**src/rtl/arb_pkg.sv**
```systemverilog
// arb_pkg: shared types, widths and the chain-order priority helper for the arbiter client bank
package arb_pkg;
  localparam int N_CLIENTS = 4;
  typedef enum logic {ST_IDLE, ST_OWN} state_e;
  function automatic int pend_cnt_w(input int pend_max);
    return $clog2(pend_max + 1);
  endfunction
  function automatic int beat_w(input int burst_len);
    return burst_len > 1 ? $clog2(burst_len) : 1;
  endfunction
  function automatic int lowest_set(input logic [31:0] v, input int n);
    int r;
    r = n;
    for (int i = n - 1; i >= 0; i--) r = v[i] ? i : r;
    return r;
  endfunction
endpackage

```
**src/rtl/arb_pend_counter.sv**
```systemverilog
// arb_pend_counter: saturating pending-transaction counter for one client
//   clk, rst_n : clock, async active-low reset
//   inc_i      : new command (dropped when full unless a tenure starts in the same cycle)
//   dec_i      : tenure start for this client
//   cnt_o      : current pending count
//   full_o     : count equals PEND_MAX
module arb_pend_counter #(
  parameter int PEND_MAX = 3,
  parameter int CW = 2
) (
  input  logic          clk,
  input  logic          rst_n,
  input  logic          inc_i,
  input  logic          dec_i,
  output logic [CW-1:0] cnt_o,
  output logic          full_o
);
  logic [CW-1:0] cnt_q, cnt_d;
  logic up;
  always_comb begin
    up = inc_i && (cnt_q != CW'(PEND_MAX) || dec_i);
    cnt_d = up && !dec_i ? cnt_q + CW'(1) : !up && dec_i ? cnt_q - CW'(1) : cnt_q;
  end
  always_ff @(posedge clk or negedge rst_n)
    if (!rst_n) cnt_q <= '0;
    else cnt_q <= cnt_d;
  assign cnt_o = cnt_q;
  assign full_o = cnt_q == CW'(PEND_MAX);
endmodule

```
**src/rtl/arb_client_bank.sv**
```systemverilog
// arb_client_bank: requester bank for the daisy-chain arbiter; turns grants into locked BURST_LEN-cycle tenures
//   clk, rst_n   : clock, async active-low reset
//   cmd_i        : per-client one-cycle command pulses
//   arb_req_o    : request vector to arbiter; arb_gnt_i : grant vector back (combinational)
//   own_valid_o  : tenure active; own_o : one-hot owner; beat_o : beat index; done_o : last-beat pulse
//   pend_full_o  : per-client pending count saturated
//   err_o        : sticky grant protocol error, built only with ARB_CLIENT_GRANT_CHECK_EN
module arb_client_bank
  import arb_pkg::*;
#(
  parameter int N = N_CLIENTS,
  parameter int BURST_LEN = 4,
  parameter int PEND_MAX = 3,
  localparam int CW = pend_cnt_w(PEND_MAX),
  localparam int BW = beat_w(BURST_LEN)
) (
  input  logic          clk,
  input  logic          rst_n,
  input  logic [0:N-1]  cmd_i,
  output logic [0:N-1]  arb_req_o,
  input  logic [0:N-1]  arb_gnt_i,
  output logic          own_valid_o,
  output logic [0:N-1]  own_o,
  output logic [BW-1:0] beat_o,
  output logic [0:N-1]  done_o,
  output logic [0:N-1]  pend_full_o,
  output logic          err_o
);
  state_e state_q, state_d;
  logic [0:N-1] own_q, own_d, req_v, start;
  logic [BW-1:0] beat_q, beat_d;
  logic [31:0] vld;
  logic go, last;
  int k;
  for (genvar g = 0; g < N; g++) begin : g_cnt
    logic [CW-1:0] cnt;
    arb_pend_counter #(.PEND_MAX(PEND_MAX), .CW(CW)) u_cnt (
      .clk   (clk),
      .rst_n (rst_n),
      .inc_i (cmd_i[g]),
      .dec_i (start[g]),
      .cnt_o (cnt),
      .full_o(pend_full_o[g])
    );
    assign req_v[g] = cnt != '0;
  end
  // Grant bits of non-requesting clients are masked before picking the owner.
  always_comb begin
    vld = '0;
    for (int i = 0; i < N; i++) vld[i] = arb_gnt_i[i] & req_v[i];
    k = lowest_set(vld, N);
    go = state_q == ST_IDLE && vld != '0;
    last = state_q == ST_OWN && beat_q == BW'(BURST_LEN - 1);
    for (int i = 0; i < N; i++) start[i] = go && k == i;
    state_d = go ? ST_OWN : last ? ST_IDLE : state_q;
    own_d = last ? '0 : own_q | start;
    beat_d = state_q == ST_OWN && !last ? beat_q + BW'(1) : '0;
  end
  always_ff @(posedge clk or negedge rst_n)
    if (!rst_n) begin
      state_q <= ST_IDLE;
      own_q <= '0;
      beat_q <= '0;
    end else begin
      state_q <= state_d;
      own_q <= own_d;
      beat_q <= beat_d;
    end
  assign arb_req_o = state_q == ST_OWN ? own_q : req_v;
  assign own_valid_o = state_q == ST_OWN;
  assign own_o = own_q;
  assign beat_o = beat_q;
  assign done_o = last ? own_q : '0;
`ifdef ARB_CLIENT_GRANT_CHECK_EN
  logic err_q, err_d, bad;
  always_comb begin
    bad = state_q == ST_OWN ? arb_gnt_i != own_q
        : (arb_gnt_i & (arb_gnt_i - N'(1))) != '0 || (arb_gnt_i & ~req_v) != '0;
    err_d = err_q | bad;
  end
  always_ff @(posedge clk or negedge rst_n)
    if (!rst_n) err_q <= 1'b0;
    else err_q <= err_d;
  assign err_o = err_q;
`else
  assign err_o = 1'b0;
`endif
endmodule

```
**config.mk**
```make
export PLATFORM = sky130hd
export DESIGN_NAME = arb_client_bank
export DESIGN_NICKNAME = d
export VERILOG_FILES = /design/src/rtl/arb_pkg.sv /design/src/rtl/arb_pend_counter.sv /design/src/rtl/arb_client_bank.sv
export SDC_FILE = /design/constraint.sdc
export NUM_CORES = 1
export LEC_CHECK = 0
export CAP_MARGIN = 20
export CORE_ASPECT_RATIO = 0.8
export CORE_MARGIN = 3
export CORE_UTILIZATION = 45
export CTS_CLUSTER_SIZE = 12
export DETAILED_ROUTE_END_ITERATION = 7
export PLACE_DENSITY = 0.76
export SYNTH_ARGS = -nofsm -noshare
export SYNTH_HDL_FRONTEND = slang
export SYNTH_SLANG_ARGS = --single-unit
```
**constraint.sdc**
```tcl
create_clock -name clk -period 2.5 [get_ports clk]
set_clock_uncertainty 0.2 [all_clocks]
set_input_delay 0.5 -clock clk [delete_from_list [all_inputs] [get_ports clk]]
set_output_delay 0.5 -clock clk [all_outputs]
set_load 0.01 [all_outputs]
```
Word level (Yosys, flattened, before mapping)
Index checks and enable logic that the tools add are counted.
- flip-flop bits (word level): 15
- input bits: 10
- add/sub/neg operators: 9
- equal/unequal tests: 12
- mux-type cells: 18
- bitwise gates (word level): 6
- reduce and logical (&&, ||, !) cells: 43
- operators with widths (operator ; count):
    $logic_not 32->1 ; 1
    $logic_and 1x1->1 ; 19
    $mux 2 ; 9
    $reduce_bool 2->1 ; 9
    $mux 3 ; 4
    $mux 4 ; 3
    $add 2x1->2 const B ; 5
    $eq 2x2->1 const B ; 5
    $logic_not 1->1 ; 9
    $ne 2x2->1 const B ; 4
    $sub 2x1->2 const B ; 4
    $eq 3x2->1 const B ; 2
    $and 1x1->1 ; 4
    $logic_or 1x1->1 ; 4
    $or 4x4->4 ; 1
    $reduce_bool 4->1 ; 1
    $eq 3x1->1 const B ; 1
    $mux 1 ; 2
    $not 1->1 ; 1

Longest topological paths before layout
Gate-level depths: netlist of the first run.
- word-level depth: 14
- gate-level depth with buffers: 8
- mapped depth without buffers: 8

By module
From an unflattened synthesis of the first run, not the netlist that was laid out.
- cell total of the unflattened synthesis: 91
- area total of the unflattened synthesis: 893.4 µm²
- modules (own cells, without submodules) (module ; times used ; cells an instance ; area an instance (µm²)):
    arb_client_bank ; 1 ; 51 ; 447.9
    arb_pend_counter ; 4 ; 10 ; 111.4

Worst setup path after synthesis of the first run
No wires, ideal clock.
- path kind: flip-flop to flip-flop
- from: reg g_cnt[0].u_cnt.cnt_q[0]
- to: reg g_cnt[3].u_cnt.cnt_q[1]
- arrival: 1575 ps
- data required time: 2175 ps
- slack: 600 ps
- cell stages (with the launch flop): 9
- path through: dfrtp_1 > o21ai_1 > nand2_2 > nor4_4 > o21a_1 > ha_1 > xor2_1 > nor2_1 > xor2_1
- word-level cells in the longest chain between the ends: 10
- RTL lines (item ; RTL line ; source):
    from (decl) ; arb_pend_counter.sv:18 ; logic [CW-1:0] cnt_q, cnt_d;
    from (signal assigned) ; arb_pend_counter.sv:26 ; else cnt_q <= cnt_d;
    $reduce_bool 2->1 * ; arb_client_bank.sv:45 ; assign req_v[g] = cnt != '0;
    $and 1x1->1 * ; arb_client_bank.sv:50 ; for (int i = 0; i < N; i++) vld[i] = arb_gnt_i[i] & req_v[i];
    $mux 3 / $reduce_bool 4->1 (equally long branches) ; arb_pkg.sv:14, arb_client_bank.sv:52 ;
    $eq 3x2->1 / $logic_and 1x1->1 (equally long branches) ; arb_client_bank.sv:54, arb_client_bank.sv:52 ;
    $logic_and 1x1->1 * ; arb_client_bank.sv:54 ; for (int i = 0; i < N; i++) start[i] = go && k == i;
    $logic_or 1x1->1 ; arb_pend_counter.sv:21 ; up = inc_i && (cnt_q != CW'(PEND_MAX) || dec_i);
    $logic_and 1x1->1 ; arb_pend_counter.sv:21 ;
    $logic_not 1->1 ; arb_pend_counter.sv:22 ; cnt_d = up && !dec_i ? cnt_q + CW'(1) : !up && dec_i ? cnt_q - CW'(1) : cnt_q;
    $logic_and 1x1->1 ; arb_pend_counter.sv:22 ;
    $reduce_bool 2->1 (no source line) ; -- ;
    to (signal assigned) ; arb_pend_counter.sv:26 ;
    to (decl) ; arb_pend_counter.sv:18 ;
Mark *: on every way between the ends. The rest lies on a longest branch, timed or not.
A chain may end at the register's enable or synchronous reset.

Worst setup path after layout of the first run
- from: reg beat_q[0] (netlist: beat_o[0])
- to: out done_o[2] (netlist name)
- word-level cells in the longest chain between the ends: 3
- RTL lines (item ; RTL line ; source):
    from (decl) ; arb_client_bank.sv:31 ; logic [BW-1:0] beat_q, beat_d;
    from (signal assigned) ; arb_client_bank.sv:67 ; beat_q <= beat_d;
    $eq 2x2->1 ; arb_client_bank.sv:53 ; last = state_q == ST_OWN && beat_q == BW'(BURST_LEN - 1);
    $logic_and 1x1->1 ; arb_client_bank.sv:53 ;
    $mux 4 ; arb_client_bank.sv:73 ; assign done_o = last ? own_q : '0;
    to (decl) ; arb_client_bank.sv:25 ; output logic [0:N-1] done_o,
No other way between the ends.

==> results of run 1 <==
-- final cells by class --
cell class                      instances  area [um^2]
Multi-Input combinational cell         66          479
Clock buffer                            4         26.3
Timing Repair Buffer                   32          310
Tap cell                               24         30.0
Sequential cell                        15          375
Fill cell                             175          676
Inverter                                8         30.0
-- worst max-delay path: cells and delay by family, from the launching register on --
kind,cells,cell delay (ps)
adder cells (fa/ha/maj),1,260
buffers and inverters,1,540
flip-flops,1,380
AND/OR/NAND/NOR,1,200
-- metal layers --
layer | vias to the layer above | track usage (%) | share of wire, %
met2 | 26 | 24.1 | 46
met3 | 2 | 6.16 | 7.7
li1 | 376 | - | -
met1 | 348 | 18.1 | 45
met4 | 0 | 4.17 | 0.55
met5 | - | 0 | 0
-- placed cells by master, fill, tap and decap left out --
| cell type | instances |
|---|---|
| clkbuf_4 | 3 |
| and3b_1 | 1 |
| dfrtp_1 | 15 |
| xor2_1 | 8 |
| nor4_4 | 1 |
| o21ai_1 | 3 |
| o21ai_0 | 1 |
| a21boi_1 | 1 |
| or3_4 | 1 |
| a21oi_1 | 6 |
| nor3b_1 | 1 |
| nor3_2 | 1 |
| a21boi_2 | 1 |
| o21ai_2 | 1 |
| a21o_1 | 1 |
| ha_2 | 1 |
| xnor2_1 | 4 |
| and2_1 | 2 |
| inv_1 | 8 |
| conb_1 | 1 |
| o22ai_1 | 1 |
| nor3_1 | 4 |
| a32oi_1 | 1 |
| and3_1 | 4 |
| ha_1 | 4 |
| clkbuf_1 | 1 |
| nand2_2 | 1 |
| nor2_1 | 7 |
| nand2_1 | 2 |
| nand2b_1 | 1 |
| o21a_1 | 4 |
| or2_1 | 2 |
| clkdlybuf4s50_1 | 28 |
| buf_4 | 4 |
-- worst max path at each step --
| stage | end | slack [ps] | depth (start not counted) |
|---|---|---|---|
| 2_1_floorplan | g_cnt[3].u_cnt.cnt_o[1] | 600 | 8 |
| 3_3_place_gp | g_cnt[3].u_cnt.cnt_o[1] | 110 | 9 |
| 3_5_place_dp | g_cnt[3].u_cnt.cnt_o[1] | 6 | 8 |
| 4_1_cts | done_o[2] | 50 | 3 |
| 5_1_grt | done_o[2] | 60 | 3 |
| 6_report | done_o[2] | 140 | 3 |
-- metrics by stage --
stage,total power (uW),area (um^2),setup WS [ps]
detailed placement,1460,1220,6.11
floorplan,1080,932,600
CTS,1610,1250,46.4
global route,1710,1250,59.2
finish,1590,1250,136
global placement,1440,1220,105
-- sequential cells by signal (all words and copies together) (netlist names) --
register	flops
g_cnt.u_cnt.cnt_o	8
own_o	4
own_valid_o	1
beat_o	2
-- cells by family after synthesis --
family / synth area share (%)
AO/OA/AOI/OAI: 14.0
XOR/XNOR: 11.3
adder cells (fa/ha/maj): 6.71
buffers and inverters: 8.59
flip-flops: 40.3
other: 0.402
AND/OR/NAND/NOR: 18.8
-- where the power goes --
group | internal [uW] | total, uW | switching (uW) | leakage (uW)
clock network | 62.0 | 138 | 75.7 | 0.0000150
registers | 369 | 513 | 144 | 0.000179
logic | 526 | 939 | 414 | 0.000353
total | 957 | 1590 | 634 | 0.000547
==> metrics, run 1 <==
status=finished, final reports clean; initial antenna violation count=0; # clock sinks=15; Worst-Margin Slew=682 ps; total CTS buffers=3; Hold Path End=beat_o[0]; crit path DAT=around 1700 ps; Slew headroom=54.4%; overall die height=46.7 um; crit path capture type=primary output; top-count cell post-synth=dfrtp_1; Root Driver=clkbuf_4; Setup CP Type=flip-flop to primary output; RR Startpoint=g_cnt[0].u_cnt.cnt_o[0]; drt total wl=1820 um; Crit Path Max Fanout=8; Main synth FF type=dfrtp_1; first-pass GRT wire length=2840 um; Top Ports=30; CP max stage cell=clkdlybuf4s50_1; Final setup viols=0; initial DRC count=9; number of flops mapped to enable cells by yosys=0; largest net degree at the start of global routing=16; worst hold path depth=1; Hold Buf Count CTS=0; CTS clk-pin slew, worst paths=80 ps; Placer Congestion=slightly below 0.7; post-DR vias/cell=a little over 5; Critical Path Source=beat_o[0]; diode count=0; Die ar.=roughly 0.0027 mm^2; utilization after layout=64.9%; Worst setup SP type=flip-flop; Routed Antenna Nets=0; total number of yosys warnings=0; LEAKAGE=~0.00055 uW; clk buf depth=2; post-cts sizing count=0; TritonCTS clock tree=done; DR WL/cell=12.2 um; post-synthesis cell count=97; CP required=1800 ps; worst skew pair latency=280 ps; vias in the first global route=667; Worst R2R End=g_cnt[3].u_cnt.cnt_o[1]; row count=14; Final Hold Viols=0; RSZ-0062 raised after global routing=false; Area Growth Syn to Fin=34.2%; HP Start=beat_o[0]; R2R Setup Slk=approximately 420 ps; Post-DP HPWL=1450 um; class of the worst hold path=flip-flop to flip-flop; top cells by area, synth=dfrtp_1, xor2_1, ha_1, buf_4, xnor2_1; cell taking the most area after synthesis=dfrtp_1; Netlist cell types=32; hold_ws=268 ps; core box area=0.00193 mm^2; sequential share of the synthesized area=slightly above 40%; ys async rst share=between 90% and 100%; layout cells sized above 1=11.2%; minimum clock period=2360 ps; path depth of the worst reg2reg path=7; grt ovf=0; # Post-CTS Setup Buffers=0; Die Wd=between 50 and 60 um; Seq cells post-synth=15; post-synth top area share=around two fifths; vias post-DR=752; htree depth=1; setup TNS=0 ps; fin nets=141; first-pass iteration count of the detailed router=4; Pwr Density=1270 mW/mm^2; synthesized cell area=slightly above 900 um^2; post-synth net total=112; DRC Markers=0; max cap viols=0; Layout Cells excl Fill=149; period utilization=a little over nine tenths; fmax=~0.42 GHz; crit path cell chain=ha_2 > and3_1 > clkdlybuf4s50_1; Mean Syn Cell Area=9.61 um^2; Max VDD drop=0.000757 V; synth cell count leaders=dfrtp_1, inv_1, xor2_1; slowest stage delay, CP=540 ps; # port buffers=28; fin. max-slew vios=0; total global routing track utilization=14.7%; initial core utilization=48.4%; placed insts=145
Note: power is estimated with default switching activity, not from simulation.
==> run 2, diff against run 1 <==
SETUP_SLACK_MARGIN = 0.5   (was default)
==> run 2 against run 1 <==
  * Routed wire length is 67% higher
  * Register-to-register slack worse by 120 ps
  * Critical path depth is 5 higher
==> metrics, run 2 (synthesis results as in run 1) <==
first-pass iteration count of the detailed router=4 (unchanged); drt total wl=3040 um (+67%); Routed Antenna Nets=0 (unchanged); Worst-Margin Slew=716 ps (+33.3 ps); first-pass GRT wire length=3640 um (+28%); DR WL/cell=17.6 um (+44%); class of the worst hold path=flip-flop to flip-flop; worst skew pair latency=290 ps (about the same); Pwr Density=1340 mW/mm^2 (+5.4%); Placer Congestion=0.682 (unchanged); max cap viols=0 (unchanged); status=finished, final reports clean; LEAKAGE=0.000746 uW (+36%); Die ar.=0.00266 mm^2 (unchanged); # port buffers=28 (unchanged); Max VDD drop=0.000916 V (+21%); Hold Buf Count CTS=0 (unchanged); most used cell, CP=xor2_1; Die Wd=56.9 um (unchanged); TritonCTS clock tree=done; minimum clock period=2200 ps (-161 ps); CTS clk-pin slew, worst paths=100 ps (+20 ps); Area Growth Syn to Fin=67.4%; core box area=0.00193 mm^2 (unchanged); Root Driver=clkbuf_4; max FFs per register=8 (unchanged); commonest non-fill, non-tap cell in the layout=buf_4; Setup CP Type=flip-flop to flip-flop; CP max stage cell=dfrtp_1; period utilization=88.1% (-6.5 points); Worst setup SP type=flip-flop; initial DRC count=30 (+21); crit path DAT=2180 ps (+520 ps); Crit Path Max Fanout=4 (-4); Final Hold Viols=0 (unchanged); clk buf depth=2 (unchanged); initial antenna violation count=0 (unchanged); largest net degree at the start of global routing=16 (unchanged); Slew headroom=52.1% (-2.2 points); diode count=0 (unchanged); htree depth=1 (unchanged); Post-DP HPWL=1450 um (unchanged); total CTS buffers=3 (unchanged); vias post-DR=930 (+24%); row count=14 (unchanged); fmax=0.454 GHz (+7.3%); DRC Markers=0 (unchanged); R2R Setup Slk=300 ps (-120 ps); crit path capture type=flip-flop; crit path cell chain=o21ai_2 > nand2_4 > nor4_4 > o21a_1 > ha_4 > xor2_1 > nor2_1 > xor2_1; Final setup viols=0 (unchanged); # clock sinks=15 (unchanged); fin nets=165 (+17%); initial core utilization=48.4% (unchanged); fin area=0.00156 mm^2 (+25%); RSZ-0062 raised after global routing=true; total global routing track utilization=18.7% (+4.0 points); CP required=2480 ps (+680 ps); vias in the first global route=855 (+28%); layout cells sized above 1=40.3% (+29 points); post-DR vias/cell=5.38 (+6.5%); overall die height=46.7 um (unchanged); commonest non-fill, non-tap cells in the layout=buf_4, clkdlybuf4s50_1, dfrtp_1; Placed Area=0.00122 mm^2 (unchanged); grt ovf=0 (unchanged); Top Ports=30 (unchanged); slowest stage delay, CP=440 ps (-100 ps); setup TNS=0 ps (unchanged); fin. max-slew vios=0 (unchanged)
-- run 2: changes by cell type in the layout (fill, tap and decap cells not counted), moves of 2 or more --
| cell | change |
|---|---|
| dlygate4sd2_1 | +7 |
| buf_6 | +7 |
| and3_1 | -3 |
| and3_4 | +3 |
| nor3_4 | +3 |
| dlymetal6s2s_1 | +2 |
| clkbuf_2 | +2 |
| buf_4 | +18 |
| clkdlybuf4s50_1 | -16 |
| dfrtp_2 | +4 |
| ha_4 | +2 |
| nor3_1 | -4 |
| dfrtp_1 | -4 |
-- run 2: repair_timing --
item / CTS / global route
pin swaps: 4 / 11
buffers inserted: 14 / 9
cloned: 0 / 1
gates resized for setup: 39 / 28
endpoints found under the setup margin: 17 / 15
-- run 2: worst paths after layout --
check	start	end	cells after the start
max in group asynchronous	rst_n	g_cnt[3].u_cnt.cnt_o[0]	1
hold reg to reg	g_cnt[1].u_cnt.cnt_o[0]	g_cnt[1].u_cnt.cnt_o[0]	1
min in group asynchronous	rst_n	own_o[0]	1
setup reg to reg	g_cnt[0].u_cnt.cnt_o[1]	g_cnt[3].u_cnt.cnt_o[1]	8
setup / recovery	g_cnt[0].u_cnt.cnt_o[1]	g_cnt[3].u_cnt.cnt_o[1]	8
hold / removal	g_cnt[1].u_cnt.cnt_o[0]	g_cnt[1].u_cnt.cnt_o[0]	1
-- run 2: stage by stage --
step / setup WS, ps / instances / util, % / total power (uW) / hold WS, ps
after floorplan: 600 / 97 / - / 1080 / 4.41
after global placement: 105 / 145 / 63.4 / 1440 / 249
after CTS: 369 / 163 / 72.1 / 1760 / 352
after detailed placement: 6.11 / 145 / 63.4 / 1460 / 257
after global routing: 164 / 173 / 81.0 / 2220 / 413
final: 297 / 173 / 81.0 / 2090 / 371
-- run 2: routing by layer --
| layer | global-route usage, % | vias to the layer above | part of all wire, % |
|---|---|---|---|
| li1 | - | 422 | - |
| met1 | 20.1 | 441 | 34 |
| met2 | 34.6 | 52 | 54 |
| met3 | 6.44 | 15 | 8.3 |
| met4 | 7.41 | 0 | 4.1 |
| met5 | 0 | - | 0 |
-- run 2: power breakdown --
group	total, uW	internal [uW]	switching [uW]	leakage [uW]
Clock	145	62.1	82.5	0.0000150
Combinational	1420	777	639	0.000556
Sequential	530	376	154	0.000175
Total	2090	1210	875	0.000746
-- run 2: cell type report --
cell class                 count  area (um^2)
clock buffer                   4         26.3
sequential                    15          380
tap                           24         30.0
multi-input combinational     66          582
fill                         131          367
timing repair buffer          56          512
inverter                       8         30.0
-- run 2: critical path, delay by kind of cell, from the launching register on --
family | cells | cell delay, ps
AOI/OAI and AO/OA | 2 | 500
xor gates and xnor gates | 2 | 300
adders and majority gates | 1 | 140
DFF | 1 | 440
and+or+nand+nor | 3 | 500
==> run 3, diff against run 2 <==
MAX_ROUTING_LAYER = met4   (was default)
==> run 3 against run 2 <==
  * First-iteration DRC count is 6.7% lower
  * Fmax is 0.39% higher
  * Register-to-register slack hardly changed
  * Core utilization stayed put
  * Sequential share of layout area stayed put
  * Flip-flop and latch count stayed put
  * Cell area stayed put
  * Power is 0.11% lower
  * Highest routed layer unchanged
  * Final cell count stayed put
  * Combinational power hardly changed
  * Clock power hardly changed
  * Die area stayed put
==> metrics, run 3 (synthesis results as in run 1) <==
vias in the first global route=854 (-0.12%); minimum clock period=2190 ps (-8.64 ps); placed insts=145 (unchanged); Die ar.=0.00266 mm^2 (unchanged); M1 GR Usage=20.1% (unchanged); TritonCTS clock tree=done; htree depth=1 (unchanged); Slew headroom=51.9% (-0.25 points); post-DR vias/cell=5.36 (-0.32%); Placer Congestion=0.689 (+1.0%); vias post-DR=927 (-0.32%); max cap viols=0 (unchanged); fill cell count=131 (unchanged); Die Wd=56.9 um (unchanged); Post-DP HPWL=1450 um (unchanged); class of the worst hold path=flip-flop to flip-flop; DR WL/cell=17.5 um (-0.66%); LEAKAGE=0.000746 uW (unchanged); layout cells sized above 1=40.3% (unchanged); commonest non-fill, non-tap cell in the layout=buf_4; overall die height=46.7 um (unchanged); first-pass iteration count of the detailed router=4 (unchanged); Pwr Density=1340 mW/mm^2 (-0.11%); Max VDD drop=0.000915 V (about the same); max FFs per register=8 (unchanged); clk buf depth=2 (unchanged); total CTS buffers=3 (unchanged); crit path capture type=flip-flop; Worst-Margin Slew=719 ps (+3.66 ps); largest net degree at the start of global routing=16 (unchanged); worst skew pair latency=290 ps (about the same); period utilization=87.8% (-0.35 points); fin nets=165 (unchanged); Final Hold Viols=0 (unchanged); Root Driver=clkbuf_4; initial DRC count=28 (-6.7%); Worst setup SP type=flip-flop; Crit Path Max Fanout=3 (-1); Setup CP Type=flip-flop to flip-flop; CTS clk-pin slew, worst paths=90 ps (about the same); diode count=0 (unchanged); total global routing track utilization=19.3% (+0.65 points); initial core utilization=48.4% (unchanged); utilization after layout=81.0% (unchanged); core box area=0.00193 mm^2 (unchanged); crit path DAT=2170 ps (about the same); Routed Antenna Nets=0 (unchanged); Most Crowded Layer GR=met2; Final setup viols=0 (unchanged); setup TNS=0 ps (unchanged); # port buffers=28 (unchanged); Top Ports=30 (unchanged); M3 GR Usage=6.44% (unchanged); RSZ-0062 raised after global routing=true; commonest non-fill, non-tap cells in the layout=buf_4, clkdlybuf4s50_1, dfrtp_1; Area Growth Syn to Fin=67.4% (unchanged); first-pass GRT wire length=3640 um (+0.19%); CP required=2480 ps (about the same); Global Route met2 Usage=34.6% (unchanged); fin. max-slew vios=0 (unchanged); drt total wl=3020 um (-0.66%); # clock sinks=15 (unchanged); DRC Markers=0 (unchanged); status=finished, final reports clean; initial antenna violation count=0 (unchanged); fmax=0.456 GHz (+0.39%); grt ovf=0 (unchanged); row count=14 (unchanged); R2R Setup Slk=310 ps (about the same); Layout Cells excl Fill=173 (unchanged)
[run 3: cell counts in the layout (fill, tap and decap cells not counted)]
No cell type changed its count.
[run 3: path summary, 6_finish.rpt]
check                                         from  cells after the start                 endpoint
max                        g_cnt[1].u_cnt.cnt_o[1]                      9  g_cnt[3].u_cnt.cnt_o[1]
min                        g_cnt[1].u_cnt.cnt_o[0]                      1  g_cnt[1].u_cnt.cnt_o[0]
max reg2reg                g_cnt[1].u_cnt.cnt_o[1]                      9  g_cnt[3].u_cnt.cnt_o[1]
min reg2reg                g_cnt[1].u_cnt.cnt_o[0]                      1  g_cnt[1].u_cnt.cnt_o[0]
max in group asynchronous                    rst_n                      1  g_cnt[3].u_cnt.cnt_o[0]
min in group asynchronous                    rst_n                      1                 own_o[0]
[run 3: final cells by class]
cell class / instances / area, um^2 / share of cell area, %
clock buffers: 4 / 26.3 / 1.68
multi-input cells: 66 / 582 / 37.3
well taps: 24 / 30.0 / 1.92
flip-flops and latches: 15 / 380 / 24.4
inverters: 8 / 30.0 / 1.92
repair buffers: 56 / 512 / 32.8
[run 3: metal layers]
| layer | vias up | wire, um |
|---|---|---|
| met2 | 53 | 1610 |
| li1 | 422 | - |
| met3 | 17 | 250 |
| met4 | 0 | 145 |
| met5 | - | 0 |
| met1 | 435 | 1020 |
[run 3: repair_timing]
item	in CTS	in global routing
hold buffers	0	0
setup buffers	14	9
pin swaps	4	11
setup endpoints to repair	17	15
gates cloned	0	1
gates resized for setup	39	28
[run 3: where the power goes]
part	internal [uW]	switching, uW	leakage, uW	total, uW
clock	62.1	80.8	0.0000150	143
combinational	776	638	0.000556	1410
sequential	376	154	0.000175	530
total	1210	873	0.000746	2090
[run 3: through the flow]
step | hold slack, ps | total power [uW] | setup WS, ps | cell area (um^2)
6_report | 371 | 2090 | 306 | 1560
3_3_place_gp | 249 | 1440 | 105 | 1220
2_1_floorplan | 4.41 | 1080 | 600 | 932
3_5_place_dp | 257 | 1460 | 6.11 | 1220
5_1_grt | 413 | 2220 | 188 | 1560
4_1_cts | 352 | 1760 | 369 | 1390
[run 3: worst max-delay path: stages (launching register included)]
cell and delay [ps]:
dfrtp_1 420, buf_6 130, o21ai_4 150, nand2_4 80, nor4_4 330, o21a_1 250
ha_4 140, xor2_1 140, nor2_1 70, xor2_1 160
